## config.mk

```make
export PLATFORM = sky130hd
export DESIGN_NAME = pulse_train_tx_flat
export DESIGN_NICKNAME = d
export VERILOG_FILES = /design/src/rtl/pulse_tx_pkg.sv /design/src/rtl/pulse_train_tx_if.sv /design/src/rtl/pulse_gap_timer.sv /design/src/rtl/pulse_train_tx.sv /design/src/flat_wrapper.sv
export SDC_FILE = /design/constraint.sdc
export NUM_CORES = 1
export LEC_CHECK = 0
export BUFFER_PORTS_ARGS = -buffer_cell sky130_fd_sc_hd__buf_2
export CORE_MARGIN = 5
export CORE_UTILIZATION = 47
export DETAILED_ROUTE_END_ITERATION = 12
export PLACE_DENSITY = 0.79
export SYNTH_ARGS = -nofsm -noshare
export SYNTH_HDL_FRONTEND = slang
export SYNTH_SLANG_ARGS = --single-unit
```

## constraint.sdc

```tcl
create_clock -name clk -period 2.2 [get_ports clk]
set_input_delay 0.22 -clock clk [delete_from_list [all_inputs] [get_ports clk]]
set_output_delay 0.22 -clock clk [all_outputs]
set_load 0.02 [all_outputs]
```

## src/rtl/pulse_tx_pkg.sv

```systemverilog
// rtl/pulse_tx_pkg.sv - shared state encoding and width defaults for pulse generators
package pulse_tx_pkg;

    typedef enum logic [1:0] {
        IDLE  = 2'b00,
        PULSE = 2'b01,
        GAP   = 2'b10,
        DONE  = 2'b11
    } state_t;

    localparam int DEF_CNT_W = 4;
    localparam int DEF_GAP_W = 4;

endpackage

```

## src/rtl/pulse_train_tx_if.sv

```systemverilog
// rtl/pulse_train_tx_if.sv - control and pulse-line signals of the pulse train transmitter
interface pulse_train_tx_if
    import pulse_tx_pkg::*;
#(
    parameter int CNT_W = DEF_CNT_W,
    parameter int GAP_W = DEF_GAP_W
);
    logic             start;
    logic [CNT_W-1:0] count;
    logic [GAP_W-1:0] gap;
    logic             x_out;
    logic             busy;
    logic             done;
    logic [CNT_W-1:0] pulses_left;

    modport master (
        output start, count, gap,
        input  x_out, busy, done, pulses_left
    );

    modport slave (
        input  start, count, gap,
        output x_out, busy, done, pulses_left
    );
endinterface

```

## src/rtl/pulse_gap_timer.sv

```systemverilog
// rtl/pulse_gap_timer.sv - loadable down-counter timing inter-pulse gaps
module pulse_gap_timer
    import pulse_tx_pkg::*;
#(
    parameter int GAP_W = DEF_GAP_W
) (
    input  logic             clk,
    input  logic             rst,
    input  logic             load,
    input  logic [GAP_W-1:0] value,
    output logic             expired
);
    logic [GAP_W-1:0] cnt_q;

    always_ff @(posedge clk or posedge rst) begin
        if (rst) begin
            cnt_q <= '0;
        end else if (load) begin
            cnt_q <= value;
        end else if (cnt_q != '0) begin
            cnt_q <= cnt_q - GAP_W'(1);
        end
    end

    // Asserted during the final cycle of a loaded interval, so a load of G yields G cycles.
    assign expired = (cnt_q <= GAP_W'(1));

endmodule

```

## src/rtl/pulse_train_tx.sv

```systemverilog
// rtl/pulse_train_tx.sv - Moore transmitter emitting N single-cycle pulses spaced by G idle cycles
module pulse_train_tx
    import pulse_tx_pkg::*;
#(
    parameter int CNT_W = DEF_CNT_W,
    parameter int GAP_W = DEF_GAP_W
) (
    input  logic            clk,
    input  logic            rst,
    pulse_train_tx_if.slave bus
);
    state_t           state_q;
    logic [CNT_W-1:0] rem_q;
    logic [GAP_W-1:0] gap_q;
    logic             tmr_load;
    logic             tmr_expired;

    assign tmr_load = (state_q == PULSE) && (rem_q != '0) && (gap_q != '0);

    pulse_gap_timer #(.GAP_W(GAP_W)) u_gap_timer (
        .clk     (clk),
        .rst     (rst),
        .load    (tmr_load),
        .value   (gap_q),
        .expired (tmr_expired)
    );

    always_ff @(posedge clk or posedge rst) begin
        if (rst) begin
            state_q <= IDLE;
            rem_q   <= '0;
            gap_q   <= '0;
        end else begin
            case (state_q)
                IDLE: begin
                    if (bus.start) begin
                        if (bus.count != '0) begin
                            rem_q   <= bus.count - CNT_W'(1);
                            gap_q   <= bus.gap;
                            state_q <= PULSE;
                        end else begin
                            rem_q   <= '0;
                            state_q <= DONE;
                        end
                    end
                end
                PULSE: begin
                    if (rem_q == '0) begin
                        state_q <= DONE;
                    end else begin
                        rem_q   <= rem_q - CNT_W'(1);
                        state_q <= (gap_q == '0) ? PULSE : GAP;
                    end
                end
                GAP: begin
                    if (tmr_expired) begin
                        state_q <= PULSE;
                    end
                end
                DONE: begin
                    state_q <= IDLE;
                end
                default: begin
                    state_q <= IDLE;
                end
            endcase
        end
    end

    assign bus.x_out       = (state_q == PULSE);
    assign bus.busy        = (state_q == PULSE) || (state_q == GAP);
    assign bus.done        = (state_q == DONE);
    assign bus.pulses_left = rem_q;

endmodule
```

## src/flat_wrapper.sv

```systemverilog
// flat-port wrapper written by rule: the top's interface ports become plain ports
module pulse_train_tx_flat import pulse_tx_pkg::*;
#(
    parameter int CNT_W = DEF_CNT_W,
    parameter int GAP_W = DEF_GAP_W
)
  (clk, rst, bus_start, bus_count, bus_gap, bus_x_out, bus_busy, bus_done, bus_pulses_left);
  pulse_train_tx_if #(.CNT_W(CNT_W), .GAP_W(GAP_W)) bus_i ();
  input  logic clk;
  input  logic rst;
  input wire logic [$bits(bus_i.start)-1:0] bus_start;
  input wire logic [$bits(bus_i.count)-1:0] bus_count;
  input wire logic [$bits(bus_i.gap)-1:0] bus_gap;
  output wire logic [$bits(bus_i.x_out)-1:0] bus_x_out;
  output wire logic [$bits(bus_i.busy)-1:0] bus_busy;
  output wire logic [$bits(bus_i.done)-1:0] bus_done;
  output wire logic [$bits(bus_i.pulses_left)-1:0] bus_pulses_left;
  assign bus_i.start = bus_start;
  assign bus_i.count = bus_count;
  assign bus_i.gap = bus_gap;
  assign bus_x_out = bus_i.x_out;
  assign bus_busy = bus_i.busy;
  assign bus_done = bus_i.done;
  assign bus_pulses_left = bus_i.pulses_left;
  pulse_train_tx #(.CNT_W(CNT_W), .GAP_W(GAP_W)) u_core (.clk(clk), .rst(rst), .bus(bus_i));
endmodule
```

==> metrics.md, run 1 <==
| Metric | Value |
|---|---|
| Final Hold Fails | 0 |
| Final setup fails | 0 |
| Synth-to-layout area growth | 17.5% |
| FF-to-FF path depth | 6 |
| Mapped Area | 903 um2 |
| Vias in the first global route | 721 |
| Mean number of vias per cell | 5.15 |
| Core box area | 1780 um2 |
| Die area | 2900 um2 |
| H-Tree Depth | 1 |
| Die H | 53.8 um |
| Sequential cell area fraction in the yosys report | 38.8% |
| I/O pin count | 18 |
| Total wire length | 1.74 mm |
| Synth Net Count | 117 |
| Worst r2r src | u_core.state_q[1]$_DFFE_PP0P_ |
| Yosys cell types | 33 |
| Later-pin clock latency in the skew report | 0.28 ns |
| Clock root cell | clkbuf_4 |
| Clock Path Buffers | 2 |
| Num Clock Sinks | 14 |
| Leak Pwr | 0.484 nW |
| Vias post-DR | 741 |
| CTS buffer count | 3 |
| Initial antenna violation count | 0 |
| Worst R2R End | u_core.bus.pulses_left[2]$_DFFE_PP0P_ |
| Nets | 139 |
| DRC viols | 0 |
| Maximum vdd ir drop | 0.772 mV |
| Crit end category | flip-flop |
| Cts hold-fix bufs | 1 |
| Routability congestion estimate | 0.818 |
| CTS resizes | 0 |
| Crit path from | u_core.state_q[1]$_DFFE_PP0P_ |
| Hold Path Depth | 2 |
| Setup CP Type | flip-flop to flip-flop |
| CP max FO | 11 |
| Fin. max-slew vios | 0 |
| Critical path required time | 2.37 ns |
| R2r setup slk | 0.37 ns |
| Core Rows | 15 |
| Critical Path End | u_core.bus.pulses_left[2]$_DFFE_PP0P_ |
| Post-route ant nets | 0 |
| Die width | 53.8 um |
| Cells after Synth | 98 |
| Worst min-delay path class | input pin to flip-flop |
| IO Port Bufs | 17 |
| Initial DRC Count | 15 |
| Pre-CTS setup slack | 0.399 ns |
| Worst path arrival time | 2.00 ns |
| Commonest non-fill, non-tap cell in the layout | buf_2 |
| Total grt overflow | 0 |
| Period utilisation layout | 83.0% |
| Setup bufs post-CTS | 0 |
| CTS clk-pin slew, worst paths | 0.09 ns |
| CTS tree | done |
| Seq. cell area | 350 um2 |
| Seq cells post-synth | 14 |
| Layout cell share with drive strength beyond 1 | 23.5% |
| Clock skew | 0.00616 ns |
| Cell area after layout | 1060 um2 |
| RSZ-0062 raised after global routing | no |
| Largest net degree at the start of global routing | 15 |
| Post-route setup slack | 0.374 ns |
| Ys Warns | 0 |
| Max-Cap Viols | 0 |
| Antenna Cells | 0 |
| Pre-antenna DRT Iters | 4 |
| Most frequent cells in the layout | buf_2 (17), dfrtp_1 (14), a21oi_1 (11) |
| Placed Area | 1010 um2 |
| Multi-input logic area | 514 um2 |
| Cell Pwr Density | 1490 nW/um2 |
| Max-Slew Margin vs Limit | 65.7% |
| EDFF count, synth | 0 |
| Syn Area/Cell | 9.22 um2 |
| Initial Utilization | 50.7% |
| Setup TNS | 0 ns |
| Avg WL per Cell | 12.1 um |
| Ys async rst share | 100% |
| Outcome | finished, final reports clean |
| Worst-margin pin slew | 0.514 ns |
| Maximum achievable frequency | 0.548 GHz |
| Startpoint Class | flip-flop |
| First-pass GRT wire length | 2.90 mm |
| Ys flop type | dfrtp_1 |
| Fin crit period | 1.83 ns |
| Hpwl dp | 1.35 mm |
| GRT Total Usage | 13.5% |
| Fillers | 156 |
[worst min-delay path by stage]
stage,slack [ns],from,end
finish,0.16,bus_gap[1],u_core.gap_q[1]$_DFFE_PP0P_
global route,0.16,bus_gap[1],u_core.gap_q[1]$_DFFE_PP0P_
CTS,0.17,bus_gap[1],u_core.gap_q[1]$_DFFE_PP0P_
detailed placement,0.29,rst,u_core.gap_q[3]$_DFFE_PP0P_
global placement,0.27,rst,u_core.gap_q[2]$_DFFE_PP0P_
floorplan,0.11,rst,u_core.bus.pulses_left[0]$_DFFE_PP0P_
[critical path, cell delays in order, from the launching register on]
cell and delay [ns]:
dfrtp_1 0.42, inv_1 0.13, ha_1 0.40, mux2i_1 0.14, a21oi_2 0.27, o21ai_0 0.14
a32o_1 0.22
[synth_stat cells (2+ instances only)]
| library cell | n | area [um2] |
|---|---|---|
| nor3b_1 | 2 | 15.0 |
| mux2_2 | 2 | 22.5 |
| o21ai_0 | 6 | 30.0 |
| ha_1 | 8 | 100 |
| inv_1 | 9 | 33.8 |
| o211ai_1 | 2 | 15.0 |
| dfrtp_1 | 14 | 350 |
| nor3_1 | 3 | 15.0 |
| nand2b_1 | 3 | 18.8 |
| nand3_1 | 2 | 10.0 |
| nor2_1 | 9 | 33.8 |
| o21ai_1 | 2 | 10.0 |
| nand2_1 | 5 | 18.8 |
| mux2_1 | 2 | 22.5 |
| a21oi_1 | 11 | 55.1 |
[cells by family (layout without fill, tap and decap cells)]
kind of cell	count (synthesis)	after routing	share of synthesized area, %
AOI/OAI and AO/OA	28	28	18.6
xor gates and xnor gates	1	1	0.970
adders and majority gates	8	8	11.1
buffers and inverters	10	31	4.29
DFF	14	14	38.8
muxes	5	5	6.09
and+or+nand+nor	32	32	20.2
[power by group]
group / switching [mW] / leakage, nW / total [mW] / internal [mW]
sequential: 0.121 / 0.164 / 0.518 / 0.397
combinational: 0.514 / 0.299 / 0.876 / 0.363
clock: 0.0874 / 0.0210 / 0.188 / 0.101
[registers in the layout, summed over array words and instances, names as in the netlist]
| signal | cells |
|---|---|
| u_core.bus.pulses_left | 4 |
| u_core.u_gap_timer.cnt_q | 4 |
| u_core.state_q | 2 |
| u_core.gap_q | 4 |
[per-stage QoR]
| step | utilization, % | hold slack (ns) | total power [mW] | instances |
|---|---|---|---|---|
| floorplan | - | 0.109 | 1.20 | 98 |
| global placement | 56.9 | 0.269 | 1.37 | 139 |
| detailed placement | 56.9 | 0.286 | 1.40 | 139 |
| CTS | 59.5 | 0.167 | 1.59 | 144 |
| global route | 59.5 | 0.155 | 1.72 | 144 |
| finish | 59.5 | 0.165 | 1.58 | 144 |
[per-layer routing]
metal  vias up  GRT usage [%]  part of all wire [%]
met5         -              0                     0
met4         0           3.83                     0
met3         0           3.32                   2.7
met2        14           23.0                    48
met1       334           16.9                    50
li1        393              -                     -
[area by class of cell]
type	count	share of cell area, %
multi-input combinational	74	48.5
inverter	9	3.18
tap	25	2.95
timing repair buffer	18	8.96
sequential	14	33.0
clock buffer	4	3.42
(Power assumes the default switching activity.)
==> run 2: changes to the inputs <==
ABC_AREA = 1   (was default)
PLACE_DENSITY = 0.81   (was 0.79)
clock period = 1.5 ns   (was 2.2 ns; I/O delays follow)
==> run 2 against run 1 <==
  * Sequential cell count did not move
  * Critical path depth down 3
  * Worst setup slack got worse by 0.32 ns
  * Global-route usage grew 1.3 points
  * Cell area increased by 16%
  * Largest power group unchanged
  * Clock skew about the same
  * Non-clock buffer count is 4 higher
  * Critical endpoint is now bus_busy
  * Wire length increased by 20%
==> metrics.md, run 2 <==
| Metric | Value |
|---|---|
| I/O pin count | 18 (unchanged) |
| Overall Power | 2.79 mW (+76%) |
| Core Rows | 16 (+1) |
| Pre-CTS setup slack | 0.0614 ns (-0.337 ns) |
| Most numerous cell in the Yosys netlist | nand2_1 |
| Ys flop type | dfrtp_1 |
| Clock root cell | clkbuf_4 |
| First-pass GRT wire length | 3.74 mm (+29%) |
| Initial Utilization | 50.6% (about the same) |
| Routability congestion estimate | 0.915 (+12%) |
| Clock skew | 0.00603 ns (-0.000137 ns) |
| Worst Path Buf+Inv | 2 (+1) |
| Post-synthesis adder-cell area fraction | 9.88% (-1.2 points) |
| Die width | 56.4 um (+4.8%) |
| Outcome | finished, final reports clean |
| Yosys top cell area share | 34.6% (-4.2 points) |
| Initial antenna violation count | 0 (unchanged) |
| Cells along the critical path | inv_1 -> ha_2 -> buf_4 |
| Worst path arrival time | 1.30 ns (-0.70 ns) |
| Later-pin clock latency in the skew report | 0.29 ns (about the same) |
| Dominant cells by area after synthesis | dfrtp_1 (35%), nand2_1 (16%), ha_1 (9.9%) |
| Post-synthesis mux area share | 0% (-6.1 points) |
| Num Clock Sinks | 14 (unchanged) |
| Maximum achievable frequency | 0.692 GHz |
| Critical path required time | 1.35 ns (-1.02 ns) |
| Fillers | 185 (+19%) |
| Hpwl dp | 1.73 mm (+28%) |
| Total grt overflow | 0 (unchanged) |
| Worst hold slack | 0.0971 ns (-0.0675 ns) |
| CTS clk-pin slew, worst paths | 0.09 ns (about the same) |
| Pre-antenna DRT Iters | 4 (unchanged) |
| Commonest non-fill, non-tap cell in the layout | nand2_1 |
| Main combinational cell family by area after synthesis | simple AND/OR/NAND/NOR gates |
| Synth Area in Compound Gates | 11.7% (-6.8 points) |
| H-Tree Depth | 1 (unchanged) |
| Post-Layout Cell Count | 193 (+34%) |
| Nets | 186 (+34%) |
| Period utilisation layout | 96.4% |
| Fin crit period | 1.45 ns |
| Yosys cell types | 20 (-39%) |
| DRC viols | 0 (unchanged) |
| Sequential cell area fraction in the yosys report | 34.6% (-4.2 points) |
| Vias in the first global route | 942 (+31%) |
| IO Port Bufs | 17 (unchanged) |
| Leak Pwr | 0.661 nW (+37%) |
| Worst-margin pin slew | 0.528 ns (+0.0141 ns) |
| EDFF count, synth | 0 (unchanged) |
| Max-Slew Margin vs Limit | 64.8% (-0.94 points) |
| Vias post-DR | 927 (+25%) |
| CTS tree | done |
| Max-Cap Viols | 0 (unchanged) |
| Simple-gate share of the synthesized area | 32.6% (+12 points) |
| GRT Total Usage | 14.8% (+1.3 points) |
| CTS buffer count | 3 (unchanged) |
| Startpoint Class | flip-flop |
| Die area | 3180 um2 (+9.9%) |
| Final setup fails | 0 (unchanged) |
| Cell Pwr Density | 2270 nW/um2 (+52%) |
| Layout cell share with drive strength beyond 1 | 28.9% (+5.4 points) |
| Most frequent cells in the layout | nand2_1 (42), inv_1 (18), buf_2 (16) |
| Antenna Cells | 0 (unchanged) |
| Crit end category | primary output |
| Ys Warns | 0 (unchanged) |
| Placed cells | 187 (+35%) |
| Worst min-delay path class | input pin to flip-flop |
| Post-synth top area cell | dfrtp_1 |
| Synth cell count leaders | nand2_1 (42), inv_1 (20), dfrtp_1 (14) |
| Avg WL per Cell | 10.8 um (-10%) |
| Peak per-stage delay on the critical path | 0.46 ns (+0.04 ns) |
| Cells after Synth | 141 (+44%) |
| Initial DRC Count | 13 (-2) |
| Setup CP Type | flip-flop to primary output |
| Final Hold Fails | 0 (unchanged) |
| Core box area | 2000 um2 (+12%) |
| Clock Path Buffers | 2 (unchanged) |
| CP max-delay cell | dfrtp_2 |
| Total wire length | 2.09 mm (+20%) |
| Synth Net Count | 160 (+37%) |
| Post-route setup slack | 0.0543 ns (-0.320 ns) |
| Fin. max-slew vios | 0 (unchanged) |
| Ys async rst share | 100% (unchanged) |
| Maximum vdd ir drop | 1.40 mV (+81%) |
| Die H | 56.4 um (+4.8%) |
| Post-route ant nets | 0 (unchanged) |
| RSZ-0062 raised after global routing | no |
| Syn Area/Cell | 7.19 um2 (-22%) |
| Setup TNS | 0 ns (unchanged) |
| CP max FO | 5 (-6) |
| Synth-to-layout area growth | 21.2% |
| Cell family with most CP delay | flip-flops |
| Mapped Area | 1010 um2 (+12%) |
| Largest net degree at the start of global routing | 15 (unchanged) |
| Post-synthesis xor/xnor area fraction | 0.864% (-0.11 points) |
| Mean number of vias per cell | 4.80 (-6.7%) |
| Seq cells post-synth | 14 (unchanged) |
==> run 2: worst paths after layout <==
check | from | to | slack [ns] | cells past startpoint
worst max-delay path | u_core.state_q[0]$_DFFE_PP0P_ | bus_busy | 0.05 | 3
worst min-delay path | bus_gap[3] | u_core.gap_q[3]$_DFFE_PP0P_ | 0.1 | 3
worst max register to register | u_core.state_q[0]$_DFFE_PP0P_ | u_core.state_q[1]$_DFFE_PP0P_ | 0.13 | 8
worst min register to register | u_core.gap_q[0]$_DFFE_PP0P_ | u_core.u_gap_timer.cnt_q[0]$_DFFE_PP0P_ | 0.53 | 2
max in group asynchronous | rst | u_core.state_q[0]$_DFFE_PP0P_ | 0.69 | 3
min in group asynchronous | rst | u_core.bus.pulses_left[2]$_DFFE_PP0P_ | 0.43 | 3
==> run 2: routing by layer <==
metal,vias to the layer above,share of wire (%),GRT usage (%)
met5,-,0,0
met4,0,1.9,7.12
met3,4,2.6,2.75
met2,12,54,27.7
met1,421,41,15.7
li1,490,-,-
==> run 2: repair_timing <==
action	4_1_cts	5_1_grt
pin swaps	0	1
setup endpoints to repair	1	7
resized for setup	2	7
buffers inserted	0	1
endpoints found under the hold margin	14	0
hold buffers	1	0
==> run 2: kinds of logic (layout without fill, tap and decap cells) <==
logic type                 after synthesis  in the layout
xor gates and xnor gates                 1              1
adders and majority gates                8              8
and+or+nand+nor                         74             74
buffers and inverters                   24             49
DFF                                     14             14
AOI/OAI and AO/OA                       20             20
==> run 2: per-stage QoR <==
stage                     util (%)  cell area, um2
final                         61.4            1230
after global routing          61.4            1230
after CTS                     60.1            1200
after detailed placement      57.1            1140
after global placement        57.1            1140
after floorplan                  -            1010
==> run 2: final cells by class <==
type / instances / area [um2] / share of cell area [%]
timing repair buffer: 22 / 128 / 10.4
clock buffer: 4 / 36.3 / 2.95
inverter: 23 / 93.8 / 7.64
multi-input combinational: 103 / 586 / 47.7
tap: 27 / 33.8 / 2.75
sequential: 14 / 352 / 28.6
==> run 2: power breakdown <==
group	switching (mW)	internal, mW
sequential	0.155	0.573
clock	0.132	0.148
combinational	1.09	0.693
total	1.38	1.41
==> run 2: worst min-delay path: stages <==
cell,delay (ns)
buf_2,0.09
inv_1,0.04
o21ai_1,0.06
==> run 3: changes to the inputs <==
BUFFER_PORTS_ARGS = -buffer_cell sky130_fd_sc_hd__buf_4   (was -buffer_cell sky130_fd_sc_hd__buf_2)
==> run 3 against run 2 <==
  * Sequential cell count did not move
  * Cell area grew 2.2%
  * Clock skew rose by 0.0045 ns
  * Worst setup slack worse by 0.016 ns
  * Sequential power rose by 2%
  * Via count rose by 2.4%
  * Die area did not move
  * Largest power group unchanged
==> metrics.md, run 3 (synthesized netlist as in run 2, its figures left out) <==
| Metric | Value |
|---|---|
| Outcome | finished, final reports clean |
| Critical path required time | 1.35 ns (about the same) |
| Maximum achievable frequency | 0.684 GHz (-1.1%) |
| Total wire length | 2.12 mm (+1.5%) |
| Initial DRC Count | 24 (+11) |
| Mean number of vias per cell | 4.97 (+3.4%) |
| CTS tree | done |
| Core Rows | 16 (unchanged) |
| P_sw | 1.38 mW (about the same) |
| Final setup fails | 0 (unchanged) |
| RSZ-0062 raised after global routing | yes |
| Cell area after layout | 1260 um2 (+2.2%) |
| Vias in the first global route | 919 (-2.4%) |
| Nets | 184 (-1.1%) |
| Final Hold Fails | 0 (unchanged) |
| Layout cell share with drive strength beyond 1 | 27.4% (-1.5 points) |
| R2r setup slk | 0.12 ns (about the same) |
| Avg WL per Cell | 11.1 um (+2.5%) |
| Setup CP Type | flip-flop to primary output |
| Total grt overflow | 0 (unchanged) |
| Peak per-stage delay on the critical path | 0.47 ns (about the same) |
| Fin crit period | 1.46 ns (+0.0159 ns) |
| Later-pin clock latency in the skew report | 0.28 ns (about the same) |
| Seq pwr share | 26.2% (about the same) |
| Die area | 3180 um2 (unchanged) |
| Int Pwr | 1.45 mW (+2.3%) |
| Die H | 56.4 um (unchanged) |
| Clock power frac | 9.9% (about the same) |
| Overall Power | 2.82 mW (+1.2%) |
| GRT Total Usage | 14.4% (-0.46 points) |
| Max-Cap Viols | 0 (unchanged) |
| First-pass GRT wire length | 3.71 mm (-0.72%) |
| Placed Area | 1180 um2 (+3.5%) |
| CTS clk-pin slew, worst paths | 0.10 ns (about the same) |
| CP max-delay cell | dfrtp_2 |
| Hpwl dp | 1.68 mm (-3.2%) |
| Startpoint Class | flip-flop |
| Die width | 56.4 um (unchanged) |
| Worst R2R End | u_core.bus.pulses_left[2]$_DFFE_PP0P_ |
| Critical Path End | bus_busy |
| Clock Path Buffers | 2 (unchanged) |
| Clock root cell | clkbuf_4 |
| Crit end category | primary output |
| Antenna Cells | 0 (unchanged) |
| Leak Pwr | 0.667 nW (+0.91%) |
| Largest net degree at the start of global routing | 15 (unchanged) |
| Initial antenna violation count | 0 (unchanged) |
| Worst min-delay path class | input pin to flip-flop |
| Fillers | 172 (-7.0%) |
| Worst r2r src | u_core.state_q[1]$_DFFE_PP0P_ |
| Vias post-DR | 949 (+2.4%) |
| CTS buffer count | 3 (unchanged) |
| Fin util | 62.7% (+1.4 points) |
| Post-route ant nets | 0 (unchanged) |
| Fin. max-slew vios | 0 (unchanged) |
| Commonest non-fill, non-tap cell in the layout | nand2_1 |
| CP max FO | 5 (unchanged) |
| Combinational share of power | 63.9% (about the same) |
| Core box area | 2000 um2 (unchanged) |
| Switching Fraction | 48.8% (-0.54 points) |
| IO Port Bufs | 17 (unchanged) |
| Worst path arrival time | 1.31 ns (about the same) |
| I/O pin count | 18 (unchanged) |
| Synth-to-layout area growth | 24.0% |
| Most frequent cells in the layout | nand2_1 (42), inv_1 (19), buf_4 (18) |
| Maximum vdd ir drop | 1.30 mV (-7.2%) |
| H-Tree Depth | 1 (unchanged) |
| Worst-margin pin slew | 0.506 ns (-0.0220 ns) |
| FF-to-FF path depth | 9 (+1) |
| Pre-antenna DRT Iters | 4 (unchanged) |
| Num Clock Sinks | 14 (unchanged) |
| Cells along the critical path | inv_1 -> ha_2 -> buf_4 |
| Initial Utilization | 50.6% (unchanged) |
| Crit path from | u_core.state_q[0]$_DFFE_PP0P_ |
| Worst hold slack | 0.113 ns (+0.0161 ns) |
| DRC viols | 0 (unchanged) |
| Max-Slew Margin vs Limit | 66.2% (+1.5 points) |
| Cell Pwr Density | 2250 nW/um2 (-1.0%) |
| Routability congestion estimate | 0.806 (-12%) |
| Period utilisation layout | 97.4% (+1.1 points) |
| Clock skew | 0.0105 ns (+0.00447 ns) |
[run 3: changes by cell type in the layout (fill, tap and decap cells not counted), sizes merged]
cell / change
buf: -2
[run 3: worst max-delay path: cells and delay by family, from the launching register on]
kind	cells	cell delay, ns
adders and majority gates	1	0.28
buffers and inverters	2	0.27
DFF	1	0.47
[run 3: final cells by class]
cell class	count	area [um2]	share of cell area, %
repair buffers	20	165	13.1
multi-input cells	103	576	45.8
well taps	27	33.8	2.69
clock buffers	4	36.3	2.89
flip-flops and latches	14	352	28.0
inverters	23	93.8	7.47
[run 3: per-stage QoR]
step / setup slack, ns / std cells / TNS (ns)
6_report: 0.0385 / 191 / 0
5_1_grt: -0.0125 / 191 / -0.0125
4_1_cts: 0.0174 / 190 / 0
3_5_place_dp: 0.0659 / 185 / 0
3_3_place_gp: 0.112 / 185 / 0
2_1_floorplan: 0.0234 / 141 / 0
[run 3: repair_timing]
action,CTS,global route
hold endpoints to repair,14,0
setup buffers,0,1
setup endpoints to repair,0,8
resized for setup,0,6
hold buffers,1,0
[run 3: per-layer routing]
metal / global-route usage, % / wire length, um / share of wire [%] / vias to the layer above
met1: 16.3 / 946 / 45 / 438
met2: 26.4 / 1090 / 51 / 23
met5: 0 / 0 / 0 / -
li1: - / - / - / 484
met3: 2.75 / 68 / 3.2 / 4
met4: 5.08 / 18 / 0.85 / 0
[run 3: power by group through the flow]
stage | registers [mW] | logic, mW | clock network, mW
3_5_place_dp | 0.736 | 1.76 | 0
3_3_place_gp | 0.722 | 1.70 | 0
4_1_cts | 0.729 | 1.77 | 0.279
2_1_floorplan | 0.762 | 1.27 | 0
5_1_grt | 0.775 | 2.03 | 0.308
6_report | 0.740 | 1.80 | 0.278
[run 3: worst min-delay path by stage]
stage / startpoint / end / depth (start not counted)
after floorplan: rst / u_core.bus.pulses_left[0]$_DFFE_PP0P_ / 1
after global placement: rst / u_core.bus.pulses_left[3]$_DFFE_PP0P_ / 2
after detailed placement: rst / u_core.bus.pulses_left[3]$_DFFE_PP0P_ / 2
after CTS: bus_gap[0] / u_core.gap_q[0]$_DFFE_PP0P_ / 3
after global routing: bus_gap[0] / u_core.gap_q[0]$_DFFE_PP0P_ / 3
final: bus_gap[0] / u_core.gap_q[0]$_DFFE_PP0P_ / 3
